===== src/rtl/keypad_matrix_loader_if.sv =====
// Keypad loader bus: decoder key stream and consumer hand-off toward the loader.
// Signals:
//   key_code/key_valid      : decoder key stream (master -> slave)
//   matrix_ack              : consumer pulse, matrix taken (master -> slave)
//   matrix_out              : packed R x C signed matrix (slave -> master)
//   entry_value/row_idx/col_idx : entry echo for display (slave -> master)
//   ready/matrix_valid      : LOAD / DONE state indications (slave -> master)
//   error_overflow/error_incomplete : sticky entry errors (slave -> master)
interface keypad_matrix_loader_if #(
    parameter int unsigned ELEM_WIDTH = 12,
    parameter int unsigned NUM_ROWS   = 3,
    parameter int unsigned NUM_COLS   = 2
);
    localparam int unsigned RW    = (NUM_ROWS > 1) ? $clog2(NUM_ROWS) : 1;
    localparam int unsigned CW    = (NUM_COLS > 1) ? $clog2(NUM_COLS) : 1;
    localparam int unsigned MAT_W = NUM_ROWS * NUM_COLS * ELEM_WIDTH;

    logic [3:0]            key_code;
    logic                  key_valid;
    logic                  matrix_ack;
    logic [MAT_W-1:0]      matrix_out;
    logic [ELEM_WIDTH-1:0] entry_value;
    logic [RW-1:0]         row_idx;
    logic [CW-1:0]         col_idx;
    logic                  ready;
    logic                  matrix_valid;
    logic                  error_overflow;
    logic                  error_incomplete;

    modport master (
        output key_code, key_valid, matrix_ack,
        input  matrix_out, entry_value, row_idx, col_idx, ready, matrix_valid,
               error_overflow, error_incomplete
    );

    modport slave (
        input  key_code, key_valid, matrix_ack,
        output matrix_out, entry_value, row_idx, col_idx, ready, matrix_valid,
               error_overflow, error_incomplete
    );
endinterface


===== src/rtl/keypad_matrix_loader.sv =====
// Keypad entry front end: turns keypress events into signed decimal entries,
// packs them into an R x C matrix and hands the matrix off with valid/ack.
// Ports:
//   clock : system clock
//   reset : asynchronous active-low reset
//   bus   : keypad_matrix_loader_if slave (key stream in, matrix/status out)
module keypad_matrix_loader #(
    parameter int unsigned ELEM_WIDTH = 12,
    parameter int unsigned NUM_ROWS   = 3,
    parameter int unsigned NUM_COLS   = 2,
    parameter logic [3:0]  KEY_NEG    = 4'hA,
    parameter logic [3:0]  KEY_CLR    = 4'hC,
    parameter logic [3:0]  KEY_DONE   = 4'hD,
    parameter logic [3:0]  KEY_ENTER  = 4'hE
) (
    input  logic                   clock,
    input  logic                   reset,
    keypad_matrix_loader_if.slave  bus
);
    localparam int unsigned EW    = ELEM_WIDTH;
    localparam int unsigned MW    = ELEM_WIDTH - 1;
    localparam int unsigned PW    = MW + 5;
    localparam int unsigned RW    = (NUM_ROWS > 1) ? $clog2(NUM_ROWS) : 1;
    localparam int unsigned CW    = (NUM_COLS > 1) ? $clog2(NUM_COLS) : 1;
    localparam int unsigned MAT_W = NUM_ROWS * NUM_COLS * ELEM_WIDTH;

    localparam logic [PW-1:0] MAG_MAX  = PW'((2 ** MW) - 1);
    localparam logic [RW-1:0] ROW_LAST = RW'(NUM_ROWS - 1);
    localparam logic [CW-1:0] COL_LAST = CW'(NUM_COLS - 1);

    typedef enum logic [1:0] {
        ST_LOAD = 2'd0,
        ST_FULL = 2'd1,
        ST_DONE = 2'd2
    } state_t;

    state_t           state_q, state_d;
    logic             key_valid_q;
    logic [MW-1:0]    mag_q, mag_d;
    logic             sign_q, sign_d;
    logic [RW-1:0]    row_q, row_d;
    logic [CW-1:0]    col_q, col_d;
    logic [MAT_W-1:0] mat_q, mat_d;
    logic             ovf_q, ovf_d;
    logic             inc_q, inc_d;
    logic [EW-1:0]    entry_q, entry_d;
    logic             ready_q, ready_d;
    logic             valid_q, valid_d;

    logic             key_evt;
    logic [PW-1:0]    prod;
    logic [EW-1:0]    mag_ext;

    // A held key produces one event: rising edge of key_valid.
    assign key_evt = bus.key_valid && !key_valid_q;

    // State register and all registered outputs.
    always_ff @(posedge clock or negedge reset) begin
        if (!reset) begin
            state_q     <= ST_LOAD;
            key_valid_q <= 1'b0;
            mag_q       <= '0;
            sign_q      <= 1'b0;
            row_q       <= '0;
            col_q       <= '0;
            mat_q       <= '0;
            ovf_q       <= 1'b0;
            inc_q       <= 1'b0;
            entry_q     <= '0;
            ready_q     <= 1'b1;
            valid_q     <= 1'b0;
        end else begin
            state_q     <= state_d;
            key_valid_q <= bus.key_valid;
            mag_q       <= mag_d;
            sign_q      <= sign_d;
            row_q       <= row_d;
            col_q       <= col_d;
            mat_q       <= mat_d;
            ovf_q       <= ovf_d;
            inc_q       <= inc_d;
            entry_q     <= entry_d;
            ready_q     <= ready_d;
            valid_q     <= valid_d;
        end
    end

    // Next-state and output logic.
    always_comb begin
        state_d = state_q;
        mag_d   = mag_q;
        sign_d  = sign_q;
        row_d   = row_q;
        col_d   = col_q;
        mat_d   = mat_q;
        ovf_d   = ovf_q;
        inc_d   = inc_q;
        prod    = PW'(mag_q) * PW'(10) + PW'(bus.key_code);

        unique case (state_q)
            ST_LOAD: begin
                if (key_evt) begin
                    if (bus.key_code <= 4'd9) begin
                        if (prod > MAG_MAX) begin
                            mag_d = MW'(MAG_MAX);
                            ovf_d = 1'b1;
                        end else begin
                            mag_d = MW'(prod);
                        end
                    end else if (bus.key_code == KEY_NEG) begin
                        sign_d = ~sign_q;
                    end else if (bus.key_code == KEY_CLR) begin
                        mag_d  = '0;
                        sign_d = 1'b0;
                    end else if (bus.key_code == KEY_ENTER) begin
                        // Commit the displayed entry to the current element.
                        for (int r = 0; r < int'(NUM_ROWS); r++) begin
                            for (int c = 0; c < int'(NUM_COLS); c++) begin
                                if (row_q == RW'(r) && col_q == CW'(c)) begin
                                    mat_d[(r * int'(NUM_COLS) + c) * int'(EW) +: EW] = entry_q;
                                end
                            end
                        end
                        mag_d  = '0;
                        sign_d = 1'b0;
                        if (col_q == COL_LAST) begin
                            col_d = '0;
                            if (row_q == ROW_LAST) begin
                                row_d   = '0;
                                state_d = ST_FULL;
                            end else begin
                                row_d = row_q + RW'(1);
                            end
                        end else begin
                            col_d = col_q + CW'(1);
                        end
                    end else if (bus.key_code == KEY_DONE) begin
                        inc_d = 1'b1;
                    end
                end
            end
            ST_FULL: begin
                if (key_evt && bus.key_code == KEY_DONE) begin
                    state_d = ST_DONE;
                end
            end
            ST_DONE: begin
                // Ack wins over any simultaneous key; keys are ignored here anyway.
                if (bus.matrix_ack) begin
                    state_d = ST_LOAD;
                    mat_d   = '0;
                    row_d   = '0;
                    col_d   = '0;
                    mag_d   = '0;
                    sign_d  = 1'b0;
                    ovf_d   = 1'b0;
                    inc_d   = 1'b0;
                end
            end
            default: begin
                state_d = ST_LOAD;
            end
        endcase

        mag_ext = {1'b0, mag_d};
        entry_d = sign_d ? (~mag_ext + EW'(1)) : mag_ext;
        ready_d = (state_d == ST_LOAD);
        valid_d = (state_d == ST_DONE);
    end

    assign bus.matrix_out       = mat_q;
    assign bus.entry_value      = entry_q;
    assign bus.row_idx          = row_q;
    assign bus.col_idx          = col_q;
    assign bus.ready            = ready_q;
    assign bus.matrix_valid     = valid_q;
    assign bus.error_overflow   = ovf_q;
    assign bus.error_incomplete = inc_q;
endmodule


===== src/flat_wrapper.sv =====
// flat-port wrapper written by rule: the top's interface ports become plain ports
module keypad_matrix_loader_flat 
#(
    parameter int unsigned ELEM_WIDTH = 12,
    parameter int unsigned NUM_ROWS   = 3,
    parameter int unsigned NUM_COLS   = 2,
    parameter logic [3:0]  KEY_NEG    = 4'hA,
    parameter logic [3:0]  KEY_CLR    = 4'hC,
    parameter logic [3:0]  KEY_DONE   = 4'hD,
    parameter logic [3:0]  KEY_ENTER  = 4'hE
)
  (clock, reset, bus_key_code, bus_key_valid, bus_matrix_ack, bus_matrix_out, bus_entry_value, bus_row_idx, bus_col_idx, bus_ready, bus_matrix_valid, bus_error_overflow, bus_error_incomplete);
  keypad_matrix_loader_if #(.ELEM_WIDTH(ELEM_WIDTH), .NUM_ROWS(NUM_ROWS), .NUM_COLS(NUM_COLS)) bus_i ();
  input  logic clock;
  input  logic reset;
  input wire logic [$bits(bus_i.key_code)-1:0] bus_key_code;
  input wire logic [$bits(bus_i.key_valid)-1:0] bus_key_valid;
  input wire logic [$bits(bus_i.matrix_ack)-1:0] bus_matrix_ack;
  output wire logic [$bits(bus_i.matrix_out)-1:0] bus_matrix_out;
  output wire logic [$bits(bus_i.entry_value)-1:0] bus_entry_value;
  output wire logic [$bits(bus_i.row_idx)-1:0] bus_row_idx;
  output wire logic [$bits(bus_i.col_idx)-1:0] bus_col_idx;
  output wire logic [$bits(bus_i.ready)-1:0] bus_ready;
  output wire logic [$bits(bus_i.matrix_valid)-1:0] bus_matrix_valid;
  output wire logic [$bits(bus_i.error_overflow)-1:0] bus_error_overflow;
  output wire logic [$bits(bus_i.error_incomplete)-1:0] bus_error_incomplete;
  assign bus_i.key_code = bus_key_code;
  assign bus_i.key_valid = bus_key_valid;
  assign bus_i.matrix_ack = bus_matrix_ack;
  assign bus_matrix_out = bus_i.matrix_out;
  assign bus_entry_value = bus_i.entry_value;
  assign bus_row_idx = bus_i.row_idx;
  assign bus_col_idx = bus_i.col_idx;
  assign bus_ready = bus_i.ready;
  assign bus_matrix_valid = bus_i.matrix_valid;
  assign bus_error_overflow = bus_i.error_overflow;
  assign bus_error_incomplete = bus_i.error_incomplete;
  keypad_matrix_loader #(.ELEM_WIDTH(ELEM_WIDTH), .NUM_ROWS(NUM_ROWS), .NUM_COLS(NUM_COLS), .KEY_NEG(KEY_NEG), .KEY_CLR(KEY_CLR), .KEY_DONE(KEY_DONE), .KEY_ENTER(KEY_ENTER)) u_core (.clock(clock), .reset(reset), .bus(bus_i));
endmodule

===== config.mk =====
export PLATFORM = sky130hd
export DESIGN_NAME = keypad_matrix_loader_flat
export DESIGN_NICKNAME = d
export VERILOG_FILES = /design/src/rtl/keypad_matrix_loader_if.sv /design/src/rtl/keypad_matrix_loader.sv /design/src/flat_wrapper.sv
export SDC_FILE = /design/constraint.sdc
export NUM_CORES = 1
export LEC_CHECK = 0
export ABC_CLOCK_PERIOD_IN_PS = 4900
export CORE_ASPECT_RATIO = 1.25
export CORE_MARGIN = 2
export CORE_UTILIZATION = 64
export CTS_CLUSTER_SIZE = 20
export DETAILED_ROUTE_END_ITERATION = 10
export DONT_BUFFER_PORTS = 1
export GPL_ROUTABILITY_DRIVEN = 0
export PLACE_DENSITY_LB_ADDON = 0.1
export SYNTH_ARGS = -nofsm -noshare
export SYNTH_HDL_FRONTEND = slang
export SYNTH_SLANG_ARGS = --single-unit

===== constraint.sdc =====
create_clock -name clock -period 4.9 [get_ports clock]
set_input_delay 0.735 -clock clock [delete_from_list [all_inputs] [get_ports clock]]
set_output_delay 0.735 -clock clock [all_outputs]
set_load 0.02 [all_outputs]

### After elaboration in Yosys (flattened, before gate mapping)

Index checks and enable logic that the tools add are counted.

| storage, ports and cells | value |
|---|---|
| bits in registers | 106 |
| input bits | 8 |
| output and inout bits | 91 |

| operators by class | value |
|---|---|
| $add $sub $neg | 4 |
| multipliers | 1 |
| magnitude comparators | 2 |
| eq/ne operators | 26 |
| muxes and demuxes | 67 |
| bitwise logic cells | 3 |
| reductions and logical operators | 23 |

Operator list:

| kind | number |
|---|---|
| 2-to-1 mux 72 bit | 6 |
| one-hot mux 72 bit (2 select lines) | 1 |
| 2-to-1 mux 12 bit | 7 |
| 2-to-1 mux 11 bit | 7 |
| AND reduction 8 bit | 8 |
| 2-to-1 mux 2 bit | 17 |
| != test 2 x 1 -> 1 bit, second input constant | 12 |
| 2-to-1 mux 1 bit | 22 |
| one-hot mux 11 bit (2 select lines) | 1 |
| adder 15 x 4 -> 16 bit | 1 |
| == test 4 bit, second input constant | 4 |
| > comparator 16 x 11 -> 1 bit, second input constant | 1 |
| multiplier 11 x 3 -> 14 bit, second input constant | 1 |
| adder 12 x 1 -> 12 bit, second input constant | 1 |
| inverter 11 -> 12 bit | 1 |
| != test 2 bit, second input constant | 5 |
| logical AND 1 bit | 8 |
| one-hot mux 1 bit (2 select lines) | 4 |
| AND reduction 7 bit | 1 |
| == test 2 bit, second input constant | 3 |
| zero test 2 bit | 3 |
| one-hot mux 2 bit (3 select lines) | 1 |
| AND reduction 5 bit | 1 |
| == test 2 x 1 -> 1 bit, second input constant | 2 |
| other kinds (7) | 8 |

### Longest topological paths before layout

| depth | value |
|---|---|
| word-level depth | 10 |
| gate-level depth with buffers | 17 |
| gate-level depth less buffers | 16 |

### Least setup slack after synthesis

No wires, ideal clock.

| path | value |
|---|---|
| kind | register to register |
| start | reg u_core.mag_q[1] |
| end | reg u_core.entry_q[10], in the netlist u_core.bus.entry_value[10] |
| setup time | 0.080 ns |
| arrival | 3.800 ns |
| path slack | 1.020 ns |
| cell stages (with the launch flop) | 16 |
| buffers on the path | 1 |
| period minus slack after synthesis | 3.880 ns |
| path through | dfrtp_1 -> ha_1 -> ha_1 -> fa_1 -> a21oi_1 -> o21ai_0 -> a211oi_1 -> mux2i_1 -> clkbuf_1 -> nor3_1 -> o21a_1 -> ha_1 -> and2_1 -> nor3b_1 -> a31oi_1 -> xnor2_1 |

| on the way | value |
|---|---|
| word-level cells in the longest chain between the ends | 10 |

Ends and longest elaborated chain:

| element | line | source |
|---|---|---|
| start: declaration | keypad_matrix_loader.sv:39 | `logic [MW-1:0] mag_q, mag_d;` |
| start signal: assignment | keypad_matrix_loader.sv:75 | `mag_q <= mag_d;` |
| multiplier 11 x 3 -> 14 bit | keypad_matrix_loader.sv:98 | `prod = PW'(mag_q) * PW'(10) + PW'(bus.key_code);` |
| adder 15 x 4 -> 16 bit | keypad_matrix_loader.sv:98 |  |
| > comparator 16 x 11 -> 1 bit | keypad_matrix_loader.sv:104 | `if (prod > MAG_MAX) begin` |
| 2-to-1 mux 11 bit | keypad_matrix_loader.sv:104 |  |
| 2-to-1 mux 11 bit | keypad_matrix_loader.sv:103 | `if (bus.key_code <= 4'd9) begin` |
| 2-to-1 mux 11 bit | keypad_matrix_loader.sv:102 | `if (key_evt) begin` |
| one-hot mux 11 bit (2 select lines) * | keypad_matrix_loader.sv:100 | `unique case (state_q)` |
| inverter 11 -> 12 bit | keypad_matrix_loader.sv:166 | `entry_d = sign_d ? (~mag_ext + EW'(1)) : mag_ext;` |
| adder 12 x 1 -> 12 bit | keypad_matrix_loader.sv:166 |  |
| 2-to-1 mux 12 bit * | keypad_matrix_loader.sv:166 |  |
| net u_core.entry_d[10] | keypad_matrix_loader.sv:46 | `logic [EW-1:0] entry_q, entry_d;` |
| end signal: assignment | keypad_matrix_loader.sv:82 | `entry_q <= entry_d;` |
| end: declaration | keypad_matrix_loader.sv:46 |  |

The timed path passes the listed nets; every way through them passes the cells marked *.
A chain may end at the register's enable or synchronous reset.

### Worst setup path after layout

| path | value |
|---|---|
| start | reg u_core.mag_q[0] |
| end | reg u_core.entry_q[10], in the netlist u_core.bus.entry_value[10] |

Same word-level chain as after synthesis.

==> results.cfg <==
[status]
status = completed

[drt]
wl_per_cell_um = 19.6
vias = 3648
viasPerCell = 6.23
route.detailed.drc = 0
drt_wl_total_um = 11500
drtIter0Drc = 187
antenna_left = 0
drtPass1Iterations = 4

[timing]
timing.final.crit_share_pct = 84.1
skew_ns = 0.0151
max_freq_mhz = 243
hold_slack_ns = 0.0546
relSlewSlack_pct = 38.2
maxSlewViolCount = 0
rsz0062_at_grt = no
worstMarginPinSlew_ns = 0.927
post-route-min-period_ns = 4.12
fin_tns_setup_ns = 0
hold_viol = 0
setup-violations-final = 0

[floorplan]
start_util_pct = 65.1
rows = 37
die_h_um = 106
die_w_um = 85.4
die-area_um2 = 9030
io_pins = 99
coreArea_um2 = 8150

[cells_and_area]
area_growth_pct = 5.55
fill_cells = 630
final_cell_mix = dfrtp_1 (104), nand2_1 (60), mux2_2 (52), o21ai_0 (39), ha_1 (22)
final-seq-area_um2 = 2630
multiInputGateArea_um2 = 2530
stdcell_count = 586
diodes = 0
layout_commonest_cell = dfrtp_1
nets = 516
drive_above_1_share_pct = 18.2

[grt]
grtUsageMet2_pct = 44.8
grt_start_max_net_pins = 106
grt_util_all_layers_pct = 26.4
top_usage_layer = met2
use_met1_pct = 32.9
grt_remaining_overflow = 0
met3_usage_pct = 6.97
grt_first_pass_wirelength_um = 18800
antenna_found_initial = 0
grt_pass1_vias = 3673

[clocking]
clk_pin_slew_ns = 0.10
h-tree-depth = 3
cts_sinks = 105
postCtsHoldBufs = 0
cts-resized-gates = 0
cts_setup_buffers = 0
clockBufferDepth = 2
cts_made_buffers = 9
clk_root_buffer_cell = clkbuf_8
worstSkewPairLatency_ns = 0.37
cts_tree = yes

[yosys]
synthTopCellsByArea = dfrtp_1 (49%), mux2_2 (11%), ha_1 (5.2%), nand2_1 (4.2%), o21ai_0 (3.7%)
async_reset_ff_share_pct = 100
synth_nets = 518
yosys_register_bits = 105
ys_types = 58
synth_edf_count = 0
ys_warn_count = 0
yosysTopAreaCellShare_pct = 49.1
syn_inst = 486
ys_seq_area_share_pct = 49.6
yosysTopAreaCell = dfrtp_1
synth.cell_area_um2 = 5300
synth_ff_type = dfrtp_1
syn_area_per_cell_um2 = 10.9

[worst_setup_path]
crit_chain = ha_1 -> ha_1 -> fa_1 -> a21oi_1 -> nor3_1 -> or3_1 -> nand4_1 -> mux2_4 -> nor3_1 -> o21a_1 -> ha_1 -> and2_1 -> nor3b_1 -> a31oi_1 -> xnor2_1
path_common_cell = ha_1
cp.required_ns = 5.14
slowest_stage = dfrtp_1
critPathCaptureType = flip-flop
critPathMaxFanout = 16
slowest_delay_ns = 0.55
startpoint_type = flip-flop
critPathKind = reg -> reg
worstPathArrival_ns = 4.36

[placement]
hpwl_um = 8560
portBuffers = 0
place_inst = 570

[power_and_ir_drop]
power.leakage_nw = 2.63
finalPower_mw = 3.38
powerDensity_nw_per_um2 = 604
vdd_drop_max_mv = 0.674

[flow_run]
maxCapViolations = 0

[hold_path]
hp-class = in -> async
-- registers in the layout, indices dropped and copies added (netlist names) --
name / flops
u_core.sign_q: 1
u_core.bus.error_incomplete: 1
u_core.state_q: 2
u_core.mag_q: 11
u_core.bus.matrix_valid: 1
u_core.bus.row_idx: 2
u_core.key_valid_q: 1
u_core.bus.error_overflow: 1
u_core.bus.entry_value: 11
u_core.bus.col_idx: 1
u_core.bus.matrix_out: 72
u_core.bus.ready: 1
-- path summary, 6_finish.rpt --
kind | cells after the start | slack (ns) | startpoint | to
max in group asynchronous | 0 | 4.64 | reset | u_core.bus.ready$_DFF_PN1_
setup / recovery | 15 | 0.78 | u_core.mag_q[0]$_DFF_PN0_ | u_core.bus.entry_value[10]$_DFF_PN0_
setup reg to reg | 15 | 0.78 | u_core.mag_q[0]$_DFF_PN0_ | u_core.bus.entry_value[10]$_DFF_PN0_
hold / removal | 0 | 0.05 | reset | u_core.bus.matrix_out[18]$_DFFE_PN0P_
hold reg to reg | 2 | 0.63 | u_core.bus.matrix_out[19]$_DFFE_PN0P_ | u_core.bus.matrix_out[19]$_DFFE_PN0P_
min in group clock | 0 | 0.38 | bus_key_valid | u_core.key_valid_q$_DFF_PN0_
-- power by group --
group          switching, mW  internal, mW
combinational          0.890         0.605
clock                  0.290         0.267
sequential             0.318          1.01
-- synth_stat cells, types with 4 or more instances --
library cell  instances
dfrtp_1             104
nand2_1              60
mux2_2               52
o21ai_0              39
ha_1                 22
inv_1                17
clkbuf_1             16
a21oi_1              15
and2_1               14
nor2_1               13
nor3_1               12
xnor2_1              11
nand3_1               7
xor2_1                7
nand2b_1              6
o21ai_1               6
a21o_1                5
o21a_1                5
or3_1                 5
a211o_1               4
a211oi_1              4
a22oi_1               4
a31oi_1               4
o31ai_1               4
-- final cells by class --
| type | count | share of cell area (%) |
|---|---|---|
| Clock inverter | 5 | 1.07 |
| Inverter | 17 | 1.14 |
| Multi-Input combinational cell | 345 | 45.1 |
| Clock buffer | 11 | 2.71 |
| Sequential cell | 105 | 47.0 |
| Timing Repair Buffer | 6 | 0.805 |
| Tap cell | 97 | 2.17 |
-- metal layers --
layer	part of all wire (%)	routed length, um	vias up
li1	-	-	1718
met1	40	4580	1820
met2	52	6000	96
met3	6.1	699	14
met4	1.6	181	0
met5	0	0	-
-- cells by family (layout without fill, tap and decap cells) --
logic type	count (synthesis)	count (layout)	synth area share (%)
buffers and inverters	36	39	2.78
xor gates and xnor gates	19	19	3.28
adders and majority gates	24	24	5.95
muxes	54	54	11.5
and+or+nand+nor	135	135	12.4
AOI/OAI and AO/OA	113	113	14.5
DFF	105	105	49.6
-- worst max-delay path, delay by kind of cell (launching register included) --
family | cells | cell delay, ns
DFF | 1 | 0.55
adders and majority gates | 4 | 1.12
xor gates and xnor gates | 1 | 0.17
AOI/OAI and AO/OA | 3 | 0.56
and+or+nand+nor | 6 | 1.20
muxes | 1 | 0.40
-- through the flow --
stage,util [%],cell area [um^2],worst slack (ns)
after floorplan,-,5300,1.02
after global placement,66.1,5390,0.897
after detailed placement,66.1,5390,0.823
after CTS,68.7,5600,0.787
after global routing,68.7,5600,0.430
final,68.7,5600,0.780
Power figures use the tool's default switching activity.
